===== src/rtl/sc_fetch_unit.sv =====
// sc_fetch_unit: PC sequencing and instruction fetch; SC_FETCH_PERF_EN adds retired_count
module sc_fetch_unit #(
    parameter logic [31:0] RESET_PC = 32'h0000_0000
) (
    input  logic        clk,
    input  logic        rst,
    output logic        imem_req,
    output logic [31:0] imem_addr,
    input  logic        imem_ready,
    input  logic [31:0] imem_rdata,
    output logic [31:0] instr,
    output logic        instr_valid,
    output logic [31:0] pc,
    output logic [31:0] pc_plus4,
    input  logic        commit,
    input  logic        jump,
    input  logic        branch_eq,
    input  logic        branch_ne,
    input  logic        alu_zero,
    input  logic [25:0] jump_target,
    input  logic [31:0] branch_offset,
    input  logic        undefined_instr,
`ifdef SC_FETCH_PERF_EN
    output logic [31:0] retired_count,
`endif
    output logic        halted
);
    typedef enum logic [1:0] {IDLE, FETCH, EXEC, HALT} state_t;
    state_t state, state_next;
    logic [31:0] pc_next, target, branch_pc;
    logic taken, retire;
    assign pc_plus4    = pc + 32'd4;
    assign imem_req    = state == FETCH;
    assign imem_addr   = pc;
    assign instr_valid = state == EXEC;
    assign halted      = state == HALT;
    always_comb begin
        taken      = (branch_eq & alu_zero) | (branch_ne & ~alu_zero);
        branch_pc  = pc_plus4 + (branch_offset << 2);
        target     = undefined_instr ? pc :
                     jump            ? {pc_plus4[31:28], jump_target, 2'b00} :
                     taken           ? branch_pc : pc_plus4;
        retire     = state == EXEC && commit && !undefined_instr;
        pc_next    = state == EXEC && commit ? target : pc;
        state_next = state == IDLE  ? FETCH :
                     state == FETCH ? (imem_ready ? EXEC : FETCH) :
                     state == EXEC  ? (commit ? (undefined_instr ? HALT : FETCH) : EXEC) : HALT;
    end
    always_ff @(posedge clk) begin
        if (rst) begin
            state <= IDLE;
            pc    <= RESET_PC;
            instr <= '0;
        end else begin
            state <= state_next;
            pc    <= pc_next;
            if (state == FETCH && imem_ready) instr <= imem_rdata;
        end
    end
`ifdef SC_FETCH_PERF_EN
    always_ff @(posedge clk) begin
        if (rst) retired_count <= '0;
        else if (retire) retired_count <= retired_count + 32'd1;
    end
`endif
endmodule


===== config.mk =====
export PLATFORM = sky130hd
export DESIGN_NAME = sc_fetch_unit
export DESIGN_NICKNAME = d
export VERILOG_FILES = /design/src/rtl/sc_fetch_unit.sv
export SDC_FILE = /design/constraint.sdc
export NUM_CORES = 1
export LEC_CHECK = 0
export ABC_AREA = 1
export ABC_CLOCK_PERIOD_IN_PS = 3800
export BUFFER_PORTS_ARGS = -buffer_cell sky130_fd_sc_hd__buf_4
export CORE_MARGIN = 3
export CORE_UTILIZATION = 40
export CTS_BUF_LIST = sky130_fd_sc_hd__clkbuf_4
export CTS_CLUSTER_SIZE = 16
export DETAILED_ROUTE_END_ITERATION = 12
export PLACE_DENSITY_LB_ADDON = 0.15
export SLEW_MARGIN = 20
export SYNTH_ARGS = -nofsm -noshare
export SYNTH_HDL_FRONTEND = slang
export SYNTH_SLANG_ARGS = --single-unit

===== constraint.sdc =====
create_clock -name clk -period 3.8 [get_ports clk]
set_input_delay 0.76 -clock clk [delete_from_list [all_inputs] [get_ports clk]]
set_output_delay 0.76 -clock clk [all_outputs]
set_load 0.1 [all_outputs]

# Yosys cells after proc, flatten, opt, wreduce, memory -nomap -nowiden

Cells that the tools add are included.

Bits in registers: 66
Bits of input ports: 99
Logic and storage cells: 27

Add/sub/neg operators: 2
Equal/unequal tests: 3
Muxes and demuxes: 8
Bitwise logic cells: 5
Reduce and logical (&&, ||, !) cells: 5

Operator list:

| cell                                                             | number |
|---|---|
| 32-bit 2-to-1 mux                                                | 2 |
| 32-bit by 3-bit adder with 32-bit output (second input constant) | 1 |
| 32-bit adder                                                     | 1 |
| 2-bit 2-to-1 mux                                                 | 5 |
| 2-bit == test (second input constant)                            | 2 |
| 1-bit bitwise AND                                                | 2 |
| 2-bit by 1-bit == test with 1-bit output (second input constant) | 1 |
| 1-bit logical AND                                                | 2 |
| 2-bit logical NOT                                                | 1 |
| 1-bit inverter                                                   | 2 |
| 2-bit AND reduction                                              | 1 |
| 2-bit OR reduction                                               | 1 |
| 1-bit 2-to-1 mux                                                 | 1 |
| 1-bit bitwise OR                                                 | 1 |

# Depth between registers and ports, before layout

Gate-level depths: netlist of run 1.

Depth after elaboration: 5
Gate-level depth with buffers: 23

# Least setup slack after synthesis of run 1

OpenSTA, ideal clock, no wires.

Kind: reg2reg
From: reg pc[2] (netlist: imem_addr[2])
To: reg pc[22] (netlist: imem_addr[22])
Library setup time: 123 ps
Arrival time: 4866 ps
Data required time: 3677 ps
Path slack: -1188 ps
Cell stages (with the launch flop): 19
Path buffers: 0
Period minus slack after synthesis: 4988 ps
Cell sequence: dfxtp_1 ha_1 nand3_2 nor2_4 nand2_2 nor2_4 xor2_1 ha_1 nand2_1 inv_1 nand2_1 nand2_1 nand2_1 nand3_1 inv_1 nand2_1 or2_2 nand3_1 a21oi_1

Word-level cells in the longest chain between the ends: 4

Ends and longest elaborated chain:

| what                                     | RTL line | source |
|---|---|---|
| start, declared                          | 13       | `output logic [31:0] pc,` |
| start signal, assigned                   | 56       | `pc <= pc_next;` |
| 32-bit by 3-bit adder with 32-bit output | 32       | `assign pc_plus4 = pc + 32'd4;` |
| net pc_plus4[16]                         | 14       | `output logic [31:0] pc_plus4,` |
| 32-bit adder                             | 39       | `branch_pc = pc_plus4 + (branch_offset << 2);` |
| 32-bit 2-to-1 mux                        | 42       | `taken ? branch_pc : pc_plus4;` |
| 32-bit 2-to-1 mux                        | 41       | `jump ? {pc_plus4[31:28], jump_target, 2'b00} :` |

The timed path passes the listed nets, and every way through them passes these cells.
A chain may end at the register's enable or synchronous reset.

# Worst setup path after layout of run 1

From: reg pc[2] (netlist: imem_addr[2])
To: reg pc[25] (netlist: imem_addr[25])

Word-level cells in the longest chain between the ends: 4

Ends and longest elaborated chain:

| what                                         | RTL line |
|---|---|
| 32-bit by 3-bit adder with 32-bit output (*) | 32 |
| 32-bit adder                                 | 39 |
| 32-bit 2-to-1 mux (*)                        | 42 |
| 32-bit 2-to-1 mux (*)                        | 41 |

Every way passes the cells marked *; elsewhere a longest branch is shown, timed or not.

==> results.toml, run 1 <==
[floorplan]
die_h_um = 129.2
die_x_um = 129.2
num_io_pins = 230
core_um2 = 14700
die-area_um2 = 16700
start_util = 0.4133
row_count = 44

[run_status]
status = "completed"

[sta]
setup_violations = 0
fmax_mhz = 280.4
fin_skew_ns = 0.01003
worstMarginPinSlew_ns = 1.016
period_minus_slack_ns = 3.566
hold_viol = 0
rsz0062_at_grt = "true"
fin_crit_sh = 0.9386
fin_ws_ns = 0.2335
whs_ns = 0.4716
final_max_slew_viol_count = 0
slew-limit-headroom = 0.3223

[place]
port_buffers = 221
globalplace.congestion = 0.9250
dp.cells = 1348
dp_slack_ns = 0.2432
hpwlAfterDp_um = 17030

[synthesis]
yosys_warnings = 0
ys_seq_elements = 64
ys_async_sr_fraction = 0
synth_area_per_cell_um2 = 6.105
synthCells = 995
synthFlopType = "dfxtp_1"
ys_types = 49
synth_edf_count = 0
netlist_area_um2 = 6075
ys_seq_area_frac = 0.2109

[clocking]
cts_root_buf = "clkbuf_4"
worstSkewPairLatency_ns = 0.42
clk_transition_reported_paths_ns = 0.12
cts_tree = "done"
cts_max_level = 3
cts.sinks = 64
postCtsSetupRepairBufs = 0
cts_max_path_buffers = 2
cts_buffers = 9
post_cts_resized = 0

[critical_path]
cp_max_fo = 9
cp_data_required_time_ns = 4.16
start_kind = "flip-flop"
endpoint_kind = "flip-flop"
critPathArrivalTime_ns = 3.93
crit_type = "reg2reg"

[layout]
n_antenna_cell = 0
finalNetCount = 1311
drive_gt1_frac = 0.2703
area_growth_pct = 30.96
stdcell_count = 1364

[route]
ant_nets = 0
via_per_inst = 5.090
post_drt_wl_per_cell_um = 15.52
num_vias = 6943
drt_drc_violations_left = 0
first_pass_iters = 8
wl_um = 21170
drt_iter0_drc = 456

[grt]
grt_pass1_wl_um = 31880
grt_max_degree = 48
grt.total_usage = 0.2421
grt_pass1_vias = 6173
antenna_found_initial = 0
overflow = 0

[power]
p_comb_frac = 0.342
max-vdd-ir-drop_v = 0.0002748
total_power_mw = 2.104
p_per_area_nw_per_um2 = 264.5
clkPwrFrac = 0.316
swShare = 0.3866
p_switching_mw = 0.8135
p_leak_nw = 4.198
power.internal_mw = 1.291
seq_power_share = 0.342

[hold_path]
min-delay-path-class = "reg2reg"

[run]
drv_cap = 0
## through the flow
step	instance area [um^2]	utilization	TNS, ns
after floorplan	6232	-	0
after global placement	7745	0.5269	0
after detailed placement	7745	0.5269	0
after CTS	7955	0.5412	0
after global routing	7955	0.5412	-0.1194
final	7955	0.5412	0
## synth_stat cells (2+ instances only)
| cell | count | area [um^2] |
|---|---|---|
| nand2_1 | 316 | 1186 |
| inv_1 | 129 | 484.2 |
| a21oi_1 | 109 | 545.5 |
| dfxtp_1 | 64 | 1281 |
| nor2_1 | 59 | 221.5 |
| nand3_1 | 58 | 290.3 |
| buf_4 | 38 | 285.3 |
| ha_1 | 36 | 450.4 |
| o21ai_0 | 30 | 150.1 |
| xor2_1 | 19 | 166.4 |
| clkbuf_1 | 16 | 60.06 |
| nand2_2 | 10 | 62.56 |
| nand4_1 | 10 | 62.56 |
| nor3_1 | 9 | 45.04 |
| nor2_4 | 7 | 78.83 |
| nor2_2 | 6 | 37.54 |
| o211ai_1 | 6 | 45.04 |
| nand2_4 | 5 | 56.30 |
| o21ai_1 | 5 | 25.02 |
| o21bai_1 | 5 | 37.54 |
| o22ai_1 | 5 | 31.28 |
| or2_2 | 5 | 31.28 |
| inv_2 | 4 | 15.01 |
| nor3_2 | 4 | 40.04 |
| a21o_1 | 3 | 22.52 |
| a21oi_2 | 3 | 26.28 |
| nand3b_1 | 3 | 22.52 |
| xnor2_1 | 3 | 26.28 |
| a221oi_1 | 2 | 17.52 |
| a31oi_1 | 2 | 12.51 |
| and2_1 | 2 | 12.51 |
| buf_2 | 2 | 10.01 |
| clkbuf_8 | 2 | 27.53 |
| nand3_2 | 2 | 20.02 |
| xor2_2 | 2 | 32.53 |
## state kept, by name, summed over array words and instances, names as in the netlist
name	cells
imem_addr	30
instr	32
state	2
## timing repair
action,CTS,global route
endpoints found under the hold margin,0,0
hold buffers,0,0
endpoints found under the setup margin,0,3
## cell families (layout without fill, tap and decap cells)
kind of cell,count (synthesis),in the layout,share of synthesized area
buffers and inverters,193,373,0.1479
other,1,6,0.0006173
flip-flops,64,64,0.2109
XOR/XNOR,25,25,0.03975
AND/OR/NAND/NOR,502,502,0.3687
AO/OA/AOI/OAI,173,173,0.1547
adder cells (fa/ha/maj),37,37,0.07745
## critical path, stage by stage (launching register included)
cell,delay [ns]
dfxtp_4,0.44
ha_1,0.25
nand3_2,0.20
nor2_4,0.17
nand2_2,0.09
nor2_4,0.20
nand2_2,0.11
xor2_1,0.33
clkinvlp_4,0.18
ha_1,0.40
nand2_1,0.14
nor4_1,0.44
nand3_1,0.17
nand4_1,0.13
nand3_1,0.13
a21oi_2,0.14
## power groups by stage
stage | Sequential, mW | Combinational [mW] | Clock, mW
3_3_place_gp | 0.734 | 0.715 | 0
4_1_cts | 0.720 | 0.718 | 0.685
5_1_grt | 0.724 | 0.765 | 0.710
2_1_floorplan | 0.892 | 0.364 | 0
3_5_place_dp | 0.735 | 0.716 | 0
6_report | 0.720 | 0.719 | 0.666
## routing by layer
layer	part of all wire	vias to the layer above	GRT usage
met2	0.47	279	0.3966
met4	0.013	0	0.04632
met1	0.44	3137	0.3326
met3	0.079	26	0.05029
met5	0	-	0
li1	-	3501	-
## path summary, 6_finish.rpt
kind / start / to / slack (ns) / depth (start not counted)
min: instr[23] / instr[23] / 0.47 / 2
max: imem_addr[2] / imem_addr[25] / 0.23 / 15
min reg2reg: instr[23] / instr[23] / 0.47 / 2
max reg2reg: imem_addr[2] / imem_addr[25] / 0.23 / 15
## cell usage in the layout (no fill, tap or decap), drive strengths merged, types with 14 or more instances in the layout
cell | netlist | final
a21oi | 112 | 112
xor2 | 21 | 21
buf | 41 | 224
nand2 | 331 | 331
ha | 36 | 36
dfxtp | 64 | 64
nor3 | 14 | 14
nor2 | 73 | 73
inv | 133 | 133
o21ai | 35 | 35
nand3 | 61 | 61
## area by class of cell
type                    instances  area [um^2]
flip-flops and latches         64         1311
multi-input cells             743         4019
clock buffers                   9        67.56
clock inverters                 7        142.6
fillers                      1541         6744
repair buffers                224         1682
inverters                     133        503.0
well taps                     184        230.2
No activity file was read; power rests on OpenSTA's default activity.
==> inputs of run 2 (changes only) <==
--- a/config.mk
+++ b/config.mk
@@ -8,6 +8,7 @@
 export ABC_AREA = 1
 export ABC_CLOCK_PERIOD_IN_PS = 3800
 export BUFFER_PORTS_ARGS = -buffer_cell sky130_fd_sc_hd__buf_4
+export CORE_ASPECT_RATIO = 0.9
 export CORE_MARGIN = 3
 export CORE_UTILIZATION = 40
 export CTS_BUF_LIST = sky130_fd_sc_hd__clkbuf_4
==> results.toml, run 2 (synthesized netlist as in run 1, its figures left out) <==
[run_status]
status = "completed"

[power]
seq_power_share = 0.370
swShare = 0.4059
p_comb_frac = 0.369
p_leak_nw = 4.174
p_switching_mw = 0.7896
power.internal_mw = 1.156
clkPwrFrac = 0.262
max-vdd-ir-drop_v = 0.0001894
p_per_area_nw_per_um2 = 245.5
total_power_mw = 1.945

[sta]
hold_viol = 0
final_max_slew_viol_count = 0
fin_skew_ns = 0.01339
worstMarginPinSlew_ns = 1.016
setup_violations = 0
rsz0062_at_grt = "false"
slew-limit-headroom = 0.3219
fin_crit_sh = 0.9182
period_minus_slack_ns = 3.489
fmax_mhz = 286.6
fin_setup_tns_ns = 0

[floorplan]
die-area_um2 = 16700
start_util = 0.4114
num_io_pins = 230
core_um2 = 14770
die_x_um = 135.9
row_count = 42
die_h_um = 122.9

[layout]
top_register = "instr"
largest_register_ffs = 32
n_antenna_cell = 0
seqCellArea_um2 = 1311
finalNetCount = 1311
area_growth_pct = 30.44
final_common_cell = "nand2_1"
layout_common_cells = "nand2_1 (316), buf_4 (224), inv_1 (128), a21oi_1 (109), nor2_1 (59)"
drive_gt1_frac = 0.2697
nFillCells = 1569
multi_input_area_um2 = 4033

[place]
globalplace.congestion = 0.9162
port_buffers = 221
hpwlAfterDp_um = 16900

[clocking]
cts.sinks = 64
ctsHoldBuffers = 0
cts_tree = "done"
postCtsSetupRepairBufs = 0
clk_transition_reported_paths_ns = 0.10
cts_max_path_buffers = 2
cts_root_buf = "clkbuf_4"
cts_buffers = 9
cts_max_level = 3
worstSkewPairLatency_ns = 0.42

[route]
num_vias = 6722
post_drt_wl_per_cell_um = 15.13
first_pass_iters = 5
wl_um = 20840
via_per_inst = 4.882
ant_nets = 0
drt_iter0_drc = 432
drt_drc_violations_left = 0

[critical_path]
max_stage_delay_ns = 0.44
crit_type = "reg2reg"
cp_data_required_time_ns = 4.14
endpoint_kind = "flip-flop"
cp_common_cell = "nand2_1"
start_kind = "flip-flop"
crit_slowest_cell = "dfxtp_4"
cp_max_fo = 9
crit_chain = "ha_1 -> nand3_2 -> nor2_4 -> nand2_2 -> nor2_4 -> nand2_2 -> nor2_1 -> nand2_1 -> nand2_1 -> inv_1 -> ha_1 -> nand2_1 -> nor2_1 -> inv_1 -> nor3_1 -> nand3_1 -> nand4_1 -> nand3_1 -> a21oi_1"
critPathArrivalTime_ns = 3.83

[grt]
antenna_found_initial = 0
grt_pass1_wl_um = 31470
grt.total_usage = 0.2397
overflow = 0
grt_max_degree = 48
grt_pass1_vias = 6011

[hold_path]
min-delay-path-class = "reg2reg"

[run]
drv_cap = 0
==> run 2: cell types whose count changed in the layout (fill, tap and decap cells not counted) <==
cell,before,now
bufinv_16,4,2
clkinv_1,0,2
clkbuf_4,9,10
clkinv_2,0,1
clkinv_4,1,0
clkinvlp_4,2,1
inv_4,1,0
nor4_1,1,0
nor4_2,0,1
xor2_1,14,13
xor2_2,2,3
==> run 2: repair_timing <==
action	4_1_cts	5_1_grt
endpoints found under the hold margin	0	0
setup endpoints to repair	0	7
gates resized for setup	0	2
==> run 2: power groups by stage <==
| stage | Clock, mW | Combinational, mW | Sequential (mW) |
|---|---|---|---|
| 2_1_floorplan | 0 | 0.364 | 0.892 |
| 3_3_place_gp | 0 | 0.716 | 0.734 |
| 3_5_place_dp | 0 | 0.716 | 0.734 |
| 4_1_cts | 0.527 | 0.718 | 0.719 |
| 5_1_grt | 0.554 | 0.767 | 0.723 |
| 6_report | 0.509 | 0.717 | 0.719 |
==> run 2: stage by stage <==
| stage | cells | cell area, um^2 | util | hold slack (ns) | setup WS (ns) |
|---|---|---|---|---|---|
| floorplan | 1000 | 6232 | - | 0.5037 | 0.02515 |
| global placement | 1362 | 7762 | 0.5257 | 0.4531 | 0.2911 |
| detailed placement | 1362 | 7762 | 0.5257 | 0.4559 | 0.2202 |
| CTS | 1377 | 7910 | 0.5357 | 0.4723 | 0.1937 |
| global route | 1377 | 7924 | 0.5366 | 0.4883 | 0.006931 |
| finish | 1377 | 7924 | 0.5366 | 0.4683 | 0.3107 |
==> run 2: worst max-delay path, delay by kind of cell (launching register included) <==
family                     cells  cell delay (ns)
and+or+nand+nor               14             1.99
AOI/OAI and AO/OA              1             0.18
DFF                            1             0.44
adders and majority gates      2             0.65
buffers and inverters          2             0.15
==> run 2: per-layer routing <==
layer	part of all wire	track usage	vias up
met5	0	0	-
met4	0.0087	0.03401	0
met3	0.071	0.04394	16
met2	0.46	0.3952	232
met1	0.46	0.3366	2972
li1	-	-	3502
==> run 2: final timing paths <==
path,slack [ns],depth (start not counted),endpoint,from
max,0.31,19,imem_addr[27],imem_addr[2]
min,0.47,2,instr[23],instr[23]
min reg2reg,0.47,2,instr[23],instr[23]
max reg2reg,0.31,19,imem_addr[27],imem_addr[2]
==> run 2: area by class of cell <==
type / instances / area share
well taps: 198 / 0.03126
multi-input cells: 743 / 0.5089
flip-flops and latches: 64 / 0.1655
clock inverters: 5 / 0.009158
repair buffers: 224 / 0.2122
clock buffers: 10 / 0.009474
inverters: 133 / 0.06348
==> inputs of run 3 (changes only) <==
--- a/config.mk
+++ b/config.mk
@@ -14,7 +14,7 @@
 export CTS_BUF_LIST = sky130_fd_sc_hd__clkbuf_4
 export CTS_CLUSTER_SIZE = 16
 export DETAILED_ROUTE_END_ITERATION = 12
-export PLACE_DENSITY_LB_ADDON = 0.15
+export PLACE_DENSITY = 0.7
 export SLEW_MARGIN = 20
 export SYNTH_ARGS = -nofsm -noshare
 export SYNTH_HDL_FRONTEND = slang
==> results.toml, run 3 (synthesized netlist as in run 1, its figures left out) <==
[critical_path]
critPathArrivalTime_ns = 3.76
endpoint_kind = "flip-flop"
timing.rr.start = "imem_addr[2]"
cp_data_required_time_ns = 4.16
start_kind = "flip-flop"
crit_type = "reg2reg"
worstRegToRegCells = 19
r2r_slack_ns = 0.39
r2r-end = "imem_addr[24]"
cp_max_fo = 9

[floorplan]
start_util = 0.4114
row_count = 42
core_um2 = 14770
die_h_um = 122.9
die-area_um2 = 16700
num_io_pins = 230
die_x_um = 135.9

[place]
port_buffers = 221
hpwlAfterDp_um = 16910
globalplace.congestion = 0.9189
placed_cell_area_um2 = 7762

[grt]
grt_pass1_wl_um = 31920
grt.total_usage = 0.2425
antenna_found_initial = 0
grt_max_degree = 48
globalRouteMet2Util = 0.3678
overflow = 0
top_usage_layer = "met2"
use_met3 = 0.05207
use_met1 = 0.3539
grt_pass1_vias = 6028

[sta]
slew-limit-headroom = 0.3356
whs_ns = 0.4729
hold_viol = 0
final_max_slew_viol_count = 0
fin_crit_sh = 0.8969
rsz0062_at_grt = "true"
worstMarginPinSlew_ns = 0.9955
fin_skew_ns = 0.01976
fmax_mhz = 293.4
setup_violations = 0
period_minus_slack_ns = 3.408

[route]
wl_um = 20910
first_pass_iters = 8
drt_drc_violations_left = 0
via_per_inst = 5.020
drt_iter0_drc = 519
ant_nets = 0
num_vias = 6918
post_drt_wl_per_cell_um = 15.17

[power]
p_per_area_nw_per_um2 = 251.6
total_power_mw = 1.998
max-vdd-ir-drop_v = 0.0002063
p_leak_nw = 4.177

[hold_path]
hp-start = "instr[31]"
min_path_cells = 2
min-delay-path-class = "reg2reg"
hold_path_end = "instr[31]"

[layout]
fin_util = 0.5379
top_register = "instr"
seqCellArea_um2 = 1311
drive_gt1_frac = 0.2729
stdcell_area_um2 = 7943
layout_common_cells = "nand2_1 (316), buf_4 (224), inv_1 (128), a21oi_1 (109)"
nFillCells = 1562
finalNetCount = 1311
final_common_cell = "nand2_1"
multi_input_area_um2 = 4029
largest_register_ffs = 32
n_antenna_cell = 0
area_growth_pct = 30.75

[clocking]
cts_buffers = 9
cts_max_path_buffers = 2
post_cts_resized = 0
cts_root_buf = "clkbuf_4"
clk_transition_reported_paths_ns = 0.12
cts.sinks = 64
cts_tree = "done"
ctsHoldBuffers = 0
cts_max_level = 3
worstSkewPairLatency_ns = 0.44
postCtsSetupRepairBufs = 0

[run]
drv_cap = 0

[run_status]
status = "completed"
[run 3: critical path, stage by stage (launching register included)]
cell        delay, ns
dfxtp_4          0.45
ha_1             0.24
nand3_2          0.19
nor2_4           0.16
nand2_2          0.09
nor2_4           0.19
nand2_2          0.10
xor2_1           0.29
clkinvlp_4       0.17
ha_1             0.37
nand2_1          0.10
nor2_1           0.26
nand2_1          0.10
nor2_1           0.10
nand2_1          0.08
nand3_1          0.11
nand2_1          0.05
nand3_1          0.08
nand2_1          0.06
a21oi_1          0.11
[run 3: worst max path at each step]
| stage | endpoint | slack [ns] | from |
|---|---|---|---|
| final | imem_addr[24] | 0.39 | imem_addr[2] |
| after global routing | imem_addr[24] | -0.01 | imem_addr[2] |
| after CTS | imem_addr[25] | 0.37 | imem_addr[2] |
| after detailed placement | imem_addr[25] | 0.41 | imem_addr[2] |
| after global placement | imem_addr[29] | 0.44 | imem_addr[2] |
| after floorplan | imem_addr[30] | 0.03 | imem_addr[25] |
[run 3: cell type report]
class,count,share of cell area
clock buffer,9,0.008507
clock inverter,7,0.01292
inverter,133,0.06333
multi-input combinational,743,0.5072
sequential,64,0.1651
tap,198,0.03119
timing repair buffer,224,0.2117
[run 3: power breakdown]
part	internal, mW	switching (mW)
Combinational	0.196	0.525
Sequential	0.695	0.0249
Clock	0.273	0.285
[run 3: metal layers]
layer	share of wire	up-vias
li1	-	3500
met1	0.46	3073
met2	0.43	316
met3	0.090	29
met4	0.021	0
met5	0	-
[run 3: metrics by stage]
stage	setup slack (ns)	std cells	setup TNS, ns
floorplan	0.02515	1000	0
global placement	0.4390	1362	0
detailed placement	0.4094	1362	0
CTS	0.3683	1378	0
global route	-0.01368	1378	-0.01368
finish	0.3916	1378	0
